`src/rtl/hazard_stall_ctrl_if.sv`:
```
// Pipeline-side bundle for the hazard/stall controller: register tags and events in,
// pause/flush/forward controls, halt state and performance counters out.
interface hazard_stall_ctrl_if #(
  parameter int CNT_W = 32
);
  logic [4:0]       id_rs;
  logic [4:0]       id_rt;
  logic             id_use_rs;
  logic             id_use_rt;
  logic [4:0]       idex_rs;
  logic [4:0]       idex_rt;
  logic             idex_memread;
  logic [4:0]       idex_rw;
  logic             exmem_regwrite;
  logic [4:0]       exmem_rw;
  logic             memwb_regwrite;
  logic [4:0]       memwb_rw;
  logic             halt_wb;
  logic             ex_branch_taken;
  logic             mem_busy;
  logic             pause_pc;
  logic             pause_ifid;
  logic             pause_idex;
  logic             pause_exmem;
  logic             pause_memwb;
  logic             flush_ifid;
  logic             flush_idex;
  logic [1:0]       fwd_a;
  logic [1:0]       fwd_b;
  logic             halted;
  logic [CNT_W-1:0] cycle_cnt;
  logic [CNT_W-1:0] stall_cnt;
  logic [CNT_W-1:0] flush_cnt;

  modport master (
    output id_rs, id_rt, id_use_rs, id_use_rt, idex_rs, idex_rt, idex_memread, idex_rw,
           exmem_regwrite, exmem_rw, memwb_regwrite, memwb_rw, halt_wb, ex_branch_taken,
           mem_busy,
    input  pause_pc, pause_ifid, pause_idex, pause_exmem, pause_memwb, flush_ifid,
           flush_idex, fwd_a, fwd_b, halted, cycle_cnt, stall_cnt, flush_cnt
  );

  modport slave (
    input  id_rs, id_rt, id_use_rs, id_use_rt, idex_rs, idex_rt, idex_memread, idex_rw,
           exmem_regwrite, exmem_rw, memwb_regwrite, memwb_rw, halt_wb, ex_branch_taken,
           mem_busy,
    output pause_pc, pause_ifid, pause_idex, pause_exmem, pause_memwb, flush_ifid,
           flush_idex, fwd_a, fwd_b, halted, cycle_cnt, stall_cnt, flush_cnt
  );
endinterface

```
`src/rtl/hazard_stall_ctrl.sv`:
```
// Central hazard/stall controller for the 5-stage pipeline: pause/flush generation,
// operand forwarding, halt latching and saturating performance counters.
module hazard_stall_ctrl #(
  parameter int CNT_W = 32
) (
  input logic              clk,
  input logic              rst,
  hazard_stall_ctrl_if.slave bus
);
  typedef enum logic [0:0] {
    RUN    = 1'b0,
    HALTED = 1'b1
  } state_t;

  localparam logic [CNT_W-1:0] CNT_MAX = {CNT_W{1'b1}};

  state_t           state_r;
  state_t           state_nxt_s;
  logic [CNT_W-1:0] cycle_cnt_r;
  logic [CNT_W-1:0] stall_cnt_r;
  logic [CNT_W-1:0] flush_cnt_r;
  logic             halted_s;
  logic             frz_s;
  logic             lu_s;
  logic             sel_br_s;
  logic             sel_lu_s;
  logic [6:0]       ctrl_s;

  // EX/MEM result beats MEM/WB data; register 0 is hard-wired and never forwarded.
  function automatic logic [1:0] fwd_sel(input logic ex_we, input logic [4:0] ex_rw,
                                         input logic wb_we, input logic [4:0] wb_rw,
                                         input logic [4:0] src);
    logic [1:0] sel;
    if (ex_we && (ex_rw != 5'd0) && (ex_rw == src)) begin
      sel = 2'b10;
    end else if (wb_we && (wb_rw != 5'd0) && (wb_rw == src)) begin
      sel = 2'b01;
    end else begin
      sel = 2'b00;
    end
    return sel;
  endfunction

  function automatic logic [CNT_W-1:0] sat_inc(input logic [CNT_W-1:0] val);
    logic [CNT_W-1:0] res;
    if (val == CNT_MAX) begin
      res = val;
    end else begin
      res = val + {{(CNT_W-1){1'b0}}, 1'b1};
    end
    return res;
  endfunction

  assign halted_s = (state_r == HALTED);
  assign frz_s    = bus.mem_busy | halted_s | bus.halt_wb;
  assign lu_s     = bus.idex_memread && (bus.idex_rw != 5'd0) &&
                    ((bus.id_use_rs && (bus.id_rs == bus.idex_rw)) ||
                     (bus.id_use_rt && (bus.id_rt == bus.idex_rw)));
  assign sel_br_s = !frz_s && bus.ex_branch_taken;
  assign sel_lu_s = !frz_s && !bus.ex_branch_taken && lu_s;

  // Next-state: halt latches only once writeback is not stalled by memory.
  always_comb begin
    state_nxt_s = state_r;
    case (state_r)
      RUN: begin
        if (bus.halt_wb && !bus.mem_busy) begin
          state_nxt_s = HALTED;
        end else begin
          state_nxt_s = RUN;
        end
      end
      HALTED:  state_nxt_s = HALTED;
      default: state_nxt_s = RUN;
    endcase
  end

  // Pause/flush priority: freeze, then branch squash, then load-use bubble.
  // ctrl_s = {pause_pc, pause_ifid, pause_idex, pause_exmem, pause_memwb, flush_ifid, flush_idex}
  always_comb begin
    ctrl_s = 7'b000_0000;
    if (frz_s) begin
      ctrl_s = 7'b111_1100;
    end else if (sel_br_s) begin
      ctrl_s = 7'b000_0011;
    end else if (sel_lu_s) begin
      ctrl_s = 7'b110_0001;
    end else begin
      ctrl_s = 7'b000_0000;
    end
  end

  // State register.
  always_ff @(posedge clk or negedge rst) begin
    if (!rst) begin
      state_r <= RUN;
    end else begin
      state_r <= state_nxt_s;
    end
  end

  // Performance counters advance only while running and hold at their maximum.
  always_ff @(posedge clk or negedge rst) begin
    if (!rst) begin
      cycle_cnt_r <= {CNT_W{1'b0}};
      stall_cnt_r <= {CNT_W{1'b0}};
      flush_cnt_r <= {CNT_W{1'b0}};
    end else if (state_r == RUN) begin
      cycle_cnt_r <= sat_inc(cycle_cnt_r);
      if (sel_lu_s) begin
        stall_cnt_r <= sat_inc(stall_cnt_r);
      end
      if (sel_br_s) begin
        flush_cnt_r <= sat_inc(flush_cnt_r);
      end
    end
  end

  assign {bus.pause_pc, bus.pause_ifid, bus.pause_idex, bus.pause_exmem, bus.pause_memwb,
          bus.flush_ifid, bus.flush_idex} = ctrl_s;
  assign bus.fwd_a     = fwd_sel(bus.exmem_regwrite, bus.exmem_rw, bus.memwb_regwrite,
                                 bus.memwb_rw, bus.idex_rs);
  assign bus.fwd_b     = fwd_sel(bus.exmem_regwrite, bus.exmem_rw, bus.memwb_regwrite,
                                 bus.memwb_rw, bus.idex_rt);
  assign bus.halted    = halted_s;
  assign bus.cycle_cnt = cycle_cnt_r;
  assign bus.stall_cnt = stall_cnt_r;
  assign bus.flush_cnt = flush_cnt_r;
endmodule

```
`src/flat_wrapper.sv`:
```
// flat-port wrapper written by rule: the top's interface ports become plain ports
module hazard_stall_ctrl_flat 
#(
  parameter int CNT_W = 32
)
  (clk, rst, bus_id_rs, bus_id_rt, bus_id_use_rs, bus_id_use_rt, bus_idex_rs, bus_idex_rt, bus_idex_memread, bus_idex_rw, bus_exmem_regwrite, bus_exmem_rw, bus_memwb_regwrite, bus_memwb_rw, bus_halt_wb, bus_ex_branch_taken, bus_mem_busy, bus_pause_pc, bus_pause_ifid, bus_pause_idex, bus_pause_exmem, bus_pause_memwb, bus_flush_ifid, bus_flush_idex, bus_fwd_a, bus_fwd_b, bus_halted, bus_cycle_cnt, bus_stall_cnt, bus_flush_cnt);
  hazard_stall_ctrl_if #(.CNT_W(CNT_W)) bus_i ();
  input logic clk;
  input logic rst;
  input wire logic [$bits(bus_i.id_rs)-1:0] bus_id_rs;
  input wire logic [$bits(bus_i.id_rt)-1:0] bus_id_rt;
  input wire logic [$bits(bus_i.id_use_rs)-1:0] bus_id_use_rs;
  input wire logic [$bits(bus_i.id_use_rt)-1:0] bus_id_use_rt;
  input wire logic [$bits(bus_i.idex_rs)-1:0] bus_idex_rs;
  input wire logic [$bits(bus_i.idex_rt)-1:0] bus_idex_rt;
  input wire logic [$bits(bus_i.idex_memread)-1:0] bus_idex_memread;
  input wire logic [$bits(bus_i.idex_rw)-1:0] bus_idex_rw;
  input wire logic [$bits(bus_i.exmem_regwrite)-1:0] bus_exmem_regwrite;
  input wire logic [$bits(bus_i.exmem_rw)-1:0] bus_exmem_rw;
  input wire logic [$bits(bus_i.memwb_regwrite)-1:0] bus_memwb_regwrite;
  input wire logic [$bits(bus_i.memwb_rw)-1:0] bus_memwb_rw;
  input wire logic [$bits(bus_i.halt_wb)-1:0] bus_halt_wb;
  input wire logic [$bits(bus_i.ex_branch_taken)-1:0] bus_ex_branch_taken;
  input wire logic [$bits(bus_i.mem_busy)-1:0] bus_mem_busy;
  output wire logic [$bits(bus_i.pause_pc)-1:0] bus_pause_pc;
  output wire logic [$bits(bus_i.pause_ifid)-1:0] bus_pause_ifid;
  output wire logic [$bits(bus_i.pause_idex)-1:0] bus_pause_idex;
  output wire logic [$bits(bus_i.pause_exmem)-1:0] bus_pause_exmem;
  output wire logic [$bits(bus_i.pause_memwb)-1:0] bus_pause_memwb;
  output wire logic [$bits(bus_i.flush_ifid)-1:0] bus_flush_ifid;
  output wire logic [$bits(bus_i.flush_idex)-1:0] bus_flush_idex;
  output wire logic [$bits(bus_i.fwd_a)-1:0] bus_fwd_a;
  output wire logic [$bits(bus_i.fwd_b)-1:0] bus_fwd_b;
  output wire logic [$bits(bus_i.halted)-1:0] bus_halted;
  output wire logic [$bits(bus_i.cycle_cnt)-1:0] bus_cycle_cnt;
  output wire logic [$bits(bus_i.stall_cnt)-1:0] bus_stall_cnt;
  output wire logic [$bits(bus_i.flush_cnt)-1:0] bus_flush_cnt;
  assign bus_i.id_rs = bus_id_rs;
  assign bus_i.id_rt = bus_id_rt;
  assign bus_i.id_use_rs = bus_id_use_rs;
  assign bus_i.id_use_rt = bus_id_use_rt;
  assign bus_i.idex_rs = bus_idex_rs;
  assign bus_i.idex_rt = bus_idex_rt;
  assign bus_i.idex_memread = bus_idex_memread;
  assign bus_i.idex_rw = bus_idex_rw;
  assign bus_i.exmem_regwrite = bus_exmem_regwrite;
  assign bus_i.exmem_rw = bus_exmem_rw;
  assign bus_i.memwb_regwrite = bus_memwb_regwrite;
  assign bus_i.memwb_rw = bus_memwb_rw;
  assign bus_i.halt_wb = bus_halt_wb;
  assign bus_i.ex_branch_taken = bus_ex_branch_taken;
  assign bus_i.mem_busy = bus_mem_busy;
  assign bus_pause_pc = bus_i.pause_pc;
  assign bus_pause_ifid = bus_i.pause_ifid;
  assign bus_pause_idex = bus_i.pause_idex;
  assign bus_pause_exmem = bus_i.pause_exmem;
  assign bus_pause_memwb = bus_i.pause_memwb;
  assign bus_flush_ifid = bus_i.flush_ifid;
  assign bus_flush_idex = bus_i.flush_idex;
  assign bus_fwd_a = bus_i.fwd_a;
  assign bus_fwd_b = bus_i.fwd_b;
  assign bus_halted = bus_i.halted;
  assign bus_cycle_cnt = bus_i.cycle_cnt;
  assign bus_stall_cnt = bus_i.stall_cnt;
  assign bus_flush_cnt = bus_i.flush_cnt;
  hazard_stall_ctrl #(.CNT_W(CNT_W)) u_core (.clk(clk), .rst(rst), .bus(bus_i));
endmodule
```
`config.mk`:
```
export PLATFORM = sky130hd
export DESIGN_NAME = hazard_stall_ctrl_flat
export DESIGN_NICKNAME = d
export VERILOG_FILES = /design/src/rtl/hazard_stall_ctrl_if.sv /design/src/rtl/hazard_stall_ctrl.sv /design/src/flat_wrapper.sv
export SDC_FILE = /design/constraint.sdc
export NUM_CORES = 1
export LEC_CHECK = 0
export CORE_MARGIN = 5
export CORE_UTILIZATION = 43
export DETAILED_ROUTE_END_ITERATION = 7
export PLACE_DENSITY = 0.85
export SLEW_MARGIN = 20
export SYNTH_ARGS = -nofsm -noshare
export SYNTH_HDL_FRONTEND = slang
export SYNTH_SLANG_ARGS = --single-unit
```
`constraint.sdc`:
```
create_clock -name clk -period 2.1 [get_ports clk]
set_input_delay 0.42 -clock clk [delete_from_list [all_inputs] [get_ports clk]]
set_output_delay 0.42 -clock clk [all_outputs]
set_load 0.05 [all_outputs]
```
==> results.txt <==
- Once detail routing completed, the nets flagged for antenna violations numbered 0.
- Final critical-path share of the clock period: 108.5%
- Most frequent cell after synthesis: dfrtp_1
- Worst R2R Setup Slack: -40 ps
- At the end of routability-driven placement, the weighted congestion stood at 0.9168.
* Area leader, netlist: dfrtp_1
* Starting Density: 44.27%
- Buffers inserted to repair hold after CTS numbered 0.
- At the later pin of the worst-skew pair, clock insertion delay measures 340 ps.
- The worst setup path is captured at a primary output.
- Master cell of the clock root buffer: clkbuf_16
- Clock-pin slew was measured on the worst setup and hold paths at 70 ps.
- Leak Pwr: 3.774 nW
- Instance count of the mapped netlist: 472
* Maximum clock path buffer count: 2
* Post-synthesis instance area: 0.005099 mm^2
- In the post-route analysis, the smallest setup slack over all paths is -178.0 ps.
* Total internal power: 3.003 mW
- Counting flops with a built-in enable in the synthesized netlist gives 0.
- Total iterations of the first detailed-routing run: 6
* Max-slew violation total from the final report: 0
* Post-detailed-placement half-perimeter wirelength: 11.03 mm
- Placeable core area: 0.01152 mm^2
- At the pin with the least slew margin, the transition time is 553.2 ps.
- Wire length per cell after detailed routing: 17.63 um
* Final hold vios: 0
- H-tree levels: 3
* Net count reported at finish: 741
* Area Growth Syn to Fin: 58.92%
- Setup repair after global routing could not meet its margin everywhere.
- The min-delay analysis places its worst path in the category in2async.
- Between clock sinks in the finished design, the worst skew comes to 10.14 ps.
* Count of yosys warnings during synthesis: 0
- Vias: 4,557
- Fraction of final layout cells with drive strength greater than 1: 33.52%
* CTS tree: yes
- The critical path starts at bus_exmem_rw[4].
- Setup-failing EPs final: 10
* Sequential share of the synthesized area: 47.61%
- Combinational power share: 13.7%
- Commonest register cell after synthesis: dfrtp_1
* Maximum net fanout on the critical path: 2
* Final core utilization: 70.36%
- Among the stages of the critical path, the cell type that occurs most often is nor4_4.
- For this run, the slowest stage of the critical path takes 540 ps.
* Global-route wire length before repair: 24.48 mm
- Dividing total power by cell area gives a power density of 506.3 mW/mm^2.
- After the first detailed-routing iteration, the DRC count stood at 153.
- Routed vias/inst: 5.419
* Startpoint-to-endpoint class of the critical path: in2out
* Net count of the mapped netlist: 520
* Unique masters post-synth: 45
* Part of the power in the clock network: 38.3%
* CP endpoint: bus_fwd_a[0]
- In this run the critical register-to-register path is captured at u_core.bus.flush_cnt[29].
- The checks that failed: setup timing.
* Leading post-synthesis cells by instance count: dfrtp_1 (97), xnor2_1 (79), xor2_1 (43), nand3_1 (40), nand2_1 (35)
* Number of buffers created by CTS: 9
- Each instance of the synthesized netlist takes up on average 10.80 um^2.
- Largest net degree at the start of global routing: 36
* Switching part of the total: 26.80%
- CTS saw 97 sinks.
- Pin placement for this block handled 153 I/O pins.
* Max rail drop VDD: 0.6862 mV
- Data arrival time of the critical path: 1860 ps
* Synth async-reset ratio: 100.0%
- 0 antenna diodes ended up in the layout.
- Crit path launch type: input port
- Register bit count reported by yosys: 97
- After layout, the minimum clock period comes to 2278 ps.
- CP cell instances: buf_6, or4_4, o21ai_4, nor4_4, nor4_4, buf_12
- Top area cells in the synthesized netlist: dfrtp_1 (48%), xnor2_1 (14%), xor2_1 (7.4%)
* Die width: 118.9 um
- Total congestion overflow: 0
- Across every metal layer, demand over resource in global routing totals 21.00%.
- Layout filler cell count: 783
* Highest achievable clock rate: 0.4390 GHz
* Overall routed net length: 14.82 mm
- STA puts the critical path data required time at 1680 ps.
- Worst reg2reg startpoint: u_core.bus.halted
- Number of input and output port buffers inserted: 152
* Vertical die dimension: 118.9 um
- The run finished, with violations left.
- For this design the total switching power over the nets is 1.099 mW.
* Cell row count: 39
- Seq pwr share: 48.0%
- Register-to-Register Path Depth: 8
- Antenna violations before repair: 0
- The worst pin sits at a relative slew slack of 63.06%.
- Worst setup timing slack at the placement stage: -634.0 ps
* Max-capacitance violation count: 0
* DRC violation count after routing: 0
- Summed over its instances, the top area cell type makes up 47.61% of the synthesized netlist area.
* Die ar.: 0.01413 mm^2
* Vias in the first global route: 4,929
* Slowest cell on the critical path: or4_4
[metrics by stage]
step | cell area [um^2] | power, mW | hold slack [ps] | setup TNS [ps] | cells
after global routing | 8103 | 4.260 | 56.91 | -1336 | 841
final | 8103 | 4.103 | 31.89 | -728.9 | 841
after global placement | 7373 | 2.542 | 405.4 | -18230 | 809
after floorplan | 5288 | 2.262 | 124.4 | -449.2 | 472
after detailed placement | 7373 | 2.558 | 406.2 | -22300 | 809
after CTS | 7925 | 4.136 | 37.70 | -1137 | 835
[worst max-delay path, delay by kind of cell]
family                 cells  cell delay (ps)
AND/OR/NAND/NOR            3              950
buffers and inverters      2              270
AO/OA/AOI/OAI              1              220
[layout make-up]
cell class / count / area [um^2] / share of cell area, %
well taps: 143 / 178.9 / 2.208
flip-flops and latches: 97 / 2476 / 30.56
inverters: 12 / 51.30 / 0.6331
repair buffers: 219 / 2136 / 26.36
clock inverters: 6 / 47.55 / 0.5868
multi-input cells: 354 / 2974 / 36.70
clock buffers: 10 / 239.0 / 2.949
[state kept, by name, summed over array words and instances, names as in the netlist]
name	flops
u_core.bus.cycle_cnt	32
u_core.bus.flush_cnt	32
u_core.bus.halted	1
u_core.bus.stall_cnt	32
[cells in the final DEF, fill, tap and decap left out, types with 10 or more instances in the layout]
cell / instances
nor4_4: 10
nor3_1: 13
dfrtp_1: 58
inv_1: 10
nand2_1: 29
nand4_1: 34
buf_4: 61
nand3_1: 36
xor2_1: 42
dfrtp_2: 39
xnor2_1: 72
nor2_1: 16
buf_6: 12
clkdlybuf4s50_1: 85
and3_1: 12
dlymetal6s2s_1: 23
buf_12: 10
clkbuf_2: 11
[power by group through the flow]
stage / registers, mW / logic (mW) / clock network [mW]
CTS: 1.97 / 0.564 / 1.61
global placement: 2.00 / 0.543 / 0
global route: 1.97 / 0.605 / 1.68
floorplan: 2.13 / 0.131 / 0
detailed placement: 2.00 / 0.556 / 0
finish: 1.97 / 0.562 / 1.57
[cells by family after synthesis]
group | synth area share (%)
AND/OR/NAND/NOR | 26.04
XOR/XNOR | 20.96
flip-flops | 47.61
buffers and inverters | 2.306
AO/OA/AOI/OAI | 1.620
multiplexers | 0.7361
adder cells (fa/ha/maj) | 0.7363
[routing by layer]
| layer | routed length, um | vias up | global-route usage (%) |
|---|---|---|---|
| met5 | 0 | - | 0 |
| met4 | 253 | 0 | 6.734 |
| met2 | 7641 | 178 | 37.34 |
| met1 | 5910 | 2237 | 24.51 |
| li1 | - | 2119 | - |
| met3 | 1016 | 23 | 5.972 |
[worst min-delay path by stage]
stage                     from                       end  slack (ps)  cells after the start
final                      rst  u_core.bus.cycle_cnt[26]          30                      1
after global routing       rst  u_core.bus.cycle_cnt[30]          60                      1
after CTS                  rst  u_core.bus.cycle_cnt[26]          40                      1
after detailed placement   rst  u_core.bus.cycle_cnt[26]         410                      1
after global placement     rst  u_core.bus.cycle_cnt[30]         410                      1
after floorplan            rst   u_core.bus.cycle_cnt[0]         120                      0
[timing repair]
item / 4_1_cts / 5_1_grt
buffers inserted: 12 / 6
endpoints found under the setup margin: 29 / 71
hold endpoints to repair: 0 / 0
pin swaps: 31 / 38
resized for setup: 98 / 63
cloned: 0 / 0
(Power assumes the default switching activity.)
